<file path="src/rtl/bka_pkg.sv">
// bka_pkg: shared pair type, black-cell combine and limits for the pipelined Brent-Kung adder
package bka_pkg;
  localparam int BKA_LATENCY = 3;
  localparam int BKA_MAX_WIDTH = 64;
  typedef struct packed {
    logic g;
    logic p;
  } pg_t;
  function automatic pg_t bka_combine(input pg_t hi, input pg_t lo);
    return '{g: hi.g | (hi.p & lo.g), p: hi.p & lo.p};
  endfunction
endpackage

</file>
<file path="src/rtl/bka_pg_cell.sv">
// bka_pg_cell: combinational Brent-Kung black cell merging a high and a low (G,P) span
module bka_pg_cell
  import bka_pkg::*;
(
  input  pg_t i_hi,
  input  pg_t i_lo,
  output pg_t o_pg
);
  assign o_pg = bka_combine(i_hi, i_lo);
endmodule

</file>
<file path="src/rtl/bka_pipe_adder.sv">
// bka_pipe_adder: 3-stage pipelined Brent-Kung add/sub with carry, overflow and valid/ready.
// Define BKA_SAT_EN to add the sat input that clamps overflowing results to the signed limit.
module bka_pipe_adder
  import bka_pkg::*;
#(
  parameter int WIDTH = 16,
  localparam int LOG2W = $clog2(WIDTH)
) (
  input  logic             clk,
  input  logic             rst,
  input  logic             in_valid,
  output logic             in_ready,
  input  logic [WIDTH-1:0] a,
  input  logic [WIDTH-1:0] b,
  input  logic             cin,
  input  logic             sub,
`ifdef BKA_SAT_EN
  input  logic             sat,
`endif
  output logic             out_valid,
  input  logic             out_ready,
  output logic [WIDTH-1:0] s,
  output logic             cout,
  output logic             ovf
);
  if (WIDTH < 4 || WIDTH > BKA_MAX_WIDTH || (WIDTH & (WIDTH - 1)) != 0) begin : g_bad_width
    $error("bka_pipe_adder: WIDTH must be a power of two in 4..64");
  end
  logic             w_adv, w_ovf, w_unused;
  logic             r1_v, r2_v, r_ov, r1_cin, r2_cin, r_cout, r_ovf;
  logic [WIDTH-1:0] w_bb, w_c, w_sum, w_s;
  logic [WIDTH-1:0] r1_p, r1_g, r2_g, r2_p, r2_po, r_s;
  assign w_adv = !r_ov || out_ready;
  assign in_ready = w_adv && !rst;
  assign w_bb = sub ? ~b : b;
  genvar k, i;
  // Up-sweep: level k merges spans ending at indices 2^k-1 apart; cin enters as g_-1 at bit 0
  for (k = 0; k <= LOG2W; k++) begin : g_up
    logic [WIDTH-1:0] w_g, w_p;
    if (k == 0) begin : g_l0
      assign w_g = {r1_g[WIDTH-1:1], r1_g[0] | (r1_p[0] & r1_cin)};
      assign w_p = r1_p;
    end else begin : g_ln
      for (i = 0; i < WIDTH; i++) begin : g_b
        if ((i + 1) % (1 << k) == 0) begin : g_cell
          pg_t w_hi, w_lo, w_o;
          assign w_hi = {g_up[k-1].w_g[i], g_up[k-1].w_p[i]};
          assign w_lo = {g_up[k-1].w_g[i-(1<<(k-1))], g_up[k-1].w_p[i-(1<<(k-1))]};
          bka_pg_cell u_cell (.i_hi(w_hi), .i_lo(w_lo), .o_pg(w_o));
          assign w_g[i] = w_o.g;
          assign w_p[i] = w_o.p;
        end else begin : g_pass
          assign w_g[i] = g_up[k-1].w_g[i];
          assign w_p[i] = g_up[k-1].w_p[i];
        end
      end
    end
  end
  // Down-sweep: each level fills the midpoints between already-complete prefixes
  for (k = 0; k < LOG2W; k++) begin : g_dn
    logic [WIDTH-1:0] w_g, w_p;
    if (k == 0) begin : g_l0
      assign w_g = r2_g;
      assign w_p = r2_p;
    end else begin : g_ln
      localparam int STEP = 1 << (LOG2W - k);
      localparam int HALF = STEP / 2;
      for (i = 0; i < WIDTH; i++) begin : g_b
        if (i >= STEP && (i + 1) % STEP == HALF) begin : g_cell
          pg_t w_hi, w_lo, w_o;
          assign w_hi = {g_dn[k-1].w_g[i], g_dn[k-1].w_p[i]};
          assign w_lo = {g_dn[k-1].w_g[i-HALF], g_dn[k-1].w_p[i-HALF]};
          bka_pg_cell u_cell (.i_hi(w_hi), .i_lo(w_lo), .o_pg(w_o));
          assign w_g[i] = w_o.g;
          assign w_p[i] = w_o.p;
        end else begin : g_pass
          assign w_g[i] = g_dn[k-1].w_g[i];
          assign w_p[i] = g_dn[k-1].w_p[i];
        end
      end
    end
  end
  assign w_c = g_dn[LOG2W-1].w_g;
  assign w_unused = ^g_dn[LOG2W-1].w_p;
  assign w_sum = r2_po ^ {w_c[WIDTH-2:0], r2_cin};
  assign w_ovf = w_c[WIDTH-1] ^ w_c[WIDTH-2];
`ifdef BKA_SAT_EN
  logic r1_sat, r2_sat, r1_am, r2_am;
  always_ff @(posedge clk)
    if (w_adv) begin
      r1_sat <= sat;
      r1_am  <= a[WIDTH-1];
      r2_sat <= r1_sat;
      r2_am  <= r1_am;
    end
  assign w_s = (r2_sat && w_ovf) ? {r2_am, {(WIDTH-1){!r2_am}}} : w_sum;
`else
  assign w_s = w_sum;
`endif
  always_ff @(posedge clk)
    if (w_adv) begin
      r1_p   <= a ^ w_bb;
      r1_g   <= a & w_bb;
      r1_cin <= cin;
      r2_g   <= g_up[LOG2W].w_g;
      r2_p   <= g_up[LOG2W].w_p;
      r2_po  <= r1_p;
      r2_cin <= r1_cin;
    end
  always_ff @(posedge clk)
    if (rst) begin
      r1_v   <= 1'b0;
      r2_v   <= 1'b0;
      r_ov   <= 1'b0;
      r_s    <= '0;
      r_cout <= 1'b0;
      r_ovf  <= 1'b0;
    end else if (w_adv) begin
      r1_v   <= in_valid;
      r2_v   <= r1_v;
      r_ov   <= r2_v;
      r_s    <= w_s;
      r_cout <= w_c[WIDTH-1];
      r_ovf  <= w_ovf;
    end
  assign out_valid = r_ov;
  assign s = r_s;
  assign cout = r_cout;
  assign ovf = r_ovf;
endmodule

</file>
<file path="config.mk">
export PLATFORM = sky130hd
export DESIGN_NAME = bka_pipe_adder
export DESIGN_NICKNAME = d
export VERILOG_FILES = /design/src/rtl/bka_pkg.sv /design/src/rtl/bka_pg_cell.sv /design/src/rtl/bka_pipe_adder.sv
export SDC_FILE = /design/constraint.sdc
export NUM_CORES = 1
export LEC_CHECK = 0
export CAP_MARGIN = 30
export CORE_MARGIN = 2
export CORE_UTILIZATION = 45
export CTS_CLUSTER_SIZE = 28
export DETAILED_ROUTE_END_ITERATION = 7
export HOLD_SLACK_MARGIN = 0.02
export PLACE_DENSITY = 0.69
export SLEW_MARGIN = 20
export SYNTH_ARGS = -nofsm -noshare
export SYNTH_HDL_FRONTEND = slang
export SYNTH_SLANG_ARGS = --single-unit
export TNS_END_PERCENT = 100
</file>
<file path="constraint.sdc">
create_clock -name clk -period 3.1 [get_ports clk]
set_input_delay 0.62 -clock clk [delete_from_list [all_inputs] [get_ports clk]]
set_output_delay 0.62 -clock clk [all_outputs]
set_load 0.01 [all_outputs]
</file>
# Word level (Yosys, flattened, before mapping)
# Index checks and enable logic that the tools add are counted.
[word_totals] in_bits=38 ff_bits=102 output_inout_bits=20 elab_cells=91
[op_classes] mux=1 n_reduce_logical=4 bitwise=73
[op_table] operator="bitwise AND 1 bit" count=41
[op_table] operator="bitwise XOR 16 bit" count=2
[op_table] operator="OR 1 bit" count=27
[op_table] operator="bitwise AND 16 bit" count=1
[op_table] operator="two-way mux 16 bit" count=1
[op_table] operator="inverter 16 bit" count=1
[op_table] operator="zero test 1 bit" count=2
[op_table] operator="logical AND 1 bit" count=1
[op_table] operator="logical OR 1 bit" count=1
[op_table] operator="bitwise XOR 1 bit" count=1

# Depth between registers and ports, before layout
[depth] ltp_word=10 depth_mapped=7 depth_no_buf=7

# Hierarchy
# A second synthesis with hierarchy kept.
[hier_totals] hier_cells=252 hier_area_um2=3902.5
[by_module_without_submodules] module="bka_pipe_adder" seq_area_each_um2=2612.5 area_each_um2=3512.1 cells_per_inst=200 instances=1
[by_module_without_submodules] module="bka_pg_cell" seq_area_each_um2=0.0 area_each_um2=15.0 cells_per_inst=2 instances=26

# Worst setup path before layout
# OpenSTA, ideal clock, no wires.
[synth_timing] path_type="input-to-reg" from="input out_ready" to="register r2_g[0] (netlist: g_dn[0].w_g[0]) (enable)" required_time_ns=2.638 slack_ns=-0.219 setup_time_ns=0.462 t_arrival_ns=2.857 path_buffers=1 path_stages=3 cell_sequence="nor2b_1 inv_2 clkbuf_1"
[synth_between] elab_chain_len=1
[synth_lines] item="start, declared" line="bka_pipe_adder.sv:21" rtl="input logic out_ready,"
[synth_lines] item="logical OR 1 bit" line="bka_pipe_adder.sv:33" rtl="assign w_adv = !r_ov || out_ready;"
[synth_lines] item="end signal, assigned" line="bka_pipe_adder.sv:105" rtl="r2_g <= g_up[LOG2W].w_g;"
[synth_lines] item="end, declared" line="bka_pipe_adder.sv:32" rtl="logic [WIDTH-1:0] r1_p, r1_g, r2_g, r2_p, r2_po, r_s;"
# Every way passes these cells.
# A chain may end at the register's enable or synchronous reset.

# Final worst setup path
[layout_timing] from="input out_ready" to="output in_ready"
[layout_between] elab_chain_len=2
[layout_lines] item="logical OR 1 bit" line="bka_pipe_adder.sv:33"
[layout_lines] item="logical AND 1 bit" line="bka_pipe_adder.sv:34" rtl="assign in_ready = w_adv && !rst;"
[layout_lines] item="end, declared" line="bka_pipe_adder.sv:12" rtl="output logic in_ready,"
# Every way passes these cells.

==> run metrics <==
average wire per standard cell 12.1 um; GR Util met1 0.167; largest net degree at the start of global routing 93; Initial Util 0.463; crit path capture type primary output; first-pass GRT wire length 8.28 mm; Fmax achieved 0.412 GHz; sequential share of the synthesized area 0.709; Worst Hold Class flip-flop to flip-flop; nets 372; CP arrival 1.80 ns; FF+latch count, synth 91; port buffer count 57; Post-Syn Instances around 250; # fillers 649; Routed WL 5.05 mm; post-synth cell types 25; CTS resizes 0; die area 0.00863 sq mm; most common cell after layout, fill and taps aside edfxtp_1; Post-Syn Area 0.00356 sq mm; hold buffers post-CTS 0; Ports 58; R2R cell count 7; Syn Nets 307; M3 GR Usage 0.0285; r2r setup slk 1.48 ns; clk buf depth 2; warnings from Yosys 0; CP cell instances clkdlybuf4s50_1 -> nor2b_1 -> nor2_1 -> clkdlybuf4s50_1; drt first pass iters 4; sum of negative setup slack 0 ns; crit path kind primary input to primary output; RR Endpoint ovf$_SDFFE_PP0N_; FF-to-FF Start g_dn[0].w_g[7]$_DFFE_PN_; clock skew ~0.0092 ns; n_diodes 0; setup ws final 0.676 ns; # clock sinks 91; endpoints failing setup 0; row count 32; Hold Startpoint g_up[0].w_p[12]$_DFFE_PN_; PD cells approximately 600 mW/mm^2; vias per cell 4.71; worst hold slack 0.440 ns; 1st-iter DRT viols 86; Core Box Area 0.00769 sq mm; htree depth 3; die height ~93 um; Slew HR 0.792; initial antenna violation count 0; DP Wirelength roughly 3.4 mm; status completed; hold worst-path end g_dn[0].w_p[12]$_DFFE_PN_; Tot Pwr 0.00275 W; P&R area growth vs syn 25.5%; crit-path max FO 3; actual slew at the worst max-slew pin 0.312 ns; root buf cell clkbuf_8; worst slack at placement 0.671 ns; Clock Latency Late Sink 0.35 ns; period utilization 0.782; Hold Vio Cnt, Final 0; Num CTS Buffers 9; worst hold path depth 0; Tmin final 2.42 ns; most frequent CP cell clkdlybuf4s50_1; WP data required approximately 2.5 ns; Clock transition at path regs about 0.080 ns; delay of the slowest critical-path stage 0.48 ns; slowest CP cell clkdlybuf4s50_1; Pins Over Slew Limit 0; syn_area_per_cell 14.5 sq um; CTS tree done; GR Layer Usage met2 0.190; share of cells above drive strength 1 0.0633; vias in the first global route 1805; Max-Cap Viols 0; most frequent cells in the layout 70 x edfxtp_1, 57 x clkdlybuf4s50_1, 32 x nand2_1, 23 x ha_1; postcts setup bufs 0; Util after Layout 0.580; overall routing resource usage 0.127; remaining antenna violation count 0; GR peak layer met2; RSZ-0062 raised after global routing false; DR DRC count 0; peak supply drop 0.252 mV; grt ovf 0; Die X-Extent between 90 and 100 um; via count 1970; Critical Path Start Type primary input; LEAKAGE 1.81 nW; Placer Congestion 0.717
area by class of cell:
cell class	instances	area, sq um	area share
multi-input cells	146	997	0.223
well taps	102	128	0.0286
clock buffers	13	139	0.0311
repair buffers	62	628	0.141
clock inverters	3	42.5	0.00953
flip-flops and latches	91	2520	0.565
inverters	1	5.00	0.00112
stage by stage:
step	area [sq um]	std cells
CTS	4430	417
finish	4460	418
global placement	4250	401
floorplan	3560	246
global route	4460	418
detailed placement	4250	401
registers in the layout, indices dropped and copies added (netlist names):
signal / count
r2_cin: 1
g_dn.w_p: 11
cout: 1
ovf: 1
r1_cin: 1
s: 16
r2_po: 9
g_dn.w_g: 16
r1_g: 16
g_up.w_p: 16
r1_v: 1
out_valid: 1
r2_v: 1
layer usage:
layer	routed length, um	vias up
li1	-	1030
met1	2480	870
met2	2210	60
met3	245	10
met4	127	0
met5	0	-
logic make-up after synthesis:
family | after synthesis | synth area share
flops | 91 | 0.709
compound gates | 42 | 0.0714
simple gates | 61 | 0.0788
buf+inv | 9 | 0.0102
fa+ha+maj | 23 | 0.0809
xor+xnor | 20 | 0.0493
critical path: cells and delay by family:
| family | cells | cell delay, ns |
|---|---|---|
| simple gates | 2 | 0.32 |
| buf+inv | 2 | 0.88 |
where the power goes:
part | switching (W) | total (W) | internal [W]
clock | 0.000367 | 0.000740 | 0.000373
combinational | 0.000169 | 0.000407 | 0.000238
sequential | 0.0000858 | 0.00160 | 0.00152
cells in the mapped netlist:
cell type	n	area share
o21ai_0	6	0.0084
a221o_1	1	0.0028
inv_2	1	0.0011
nand4_1	1	0.0018
ha_1	23	0.081
nand2_1	32	0.034
nand3_1	9	0.013
a31o_1	1	0.0025
a211oi_1	2	0.0042
xor2_1	16	0.039
and2_2	1	0.0021
buf_2	2	0.0028
and3_1	2	0.0035
a41o_1	1	0.0028
or3_1	6	0.011
edfxtp_1	70	0.59
nand3_2	1	0.0028
nor2_1	6	0.0063
a21o_1	10	0.021
xnor2_1	4	0.0099
clkbuf_1	6	0.0063
dfxtp_1	21	0.12
and2_1	2	0.0035
a21oi_1	21	0.030
nor2b_1	1	0.0018
worst max path at each step:
stage,startpoint,endpoint,slack [ns],cells past startpoint
finish,out_ready,in_ready,0.68,4
detailed placement,out_ready,in_ready,0.67,4
floorplan,out_ready,g_dn[0].w_g[0]$_DFFE_PN_,0.93,3
CTS,out_ready,in_ready,0.66,4
global route,out_ready,in_ready,0.58,4
global placement,out_ready,in_ready,0.68,4
Note: power is estimated with default switching activity, not from simulation.
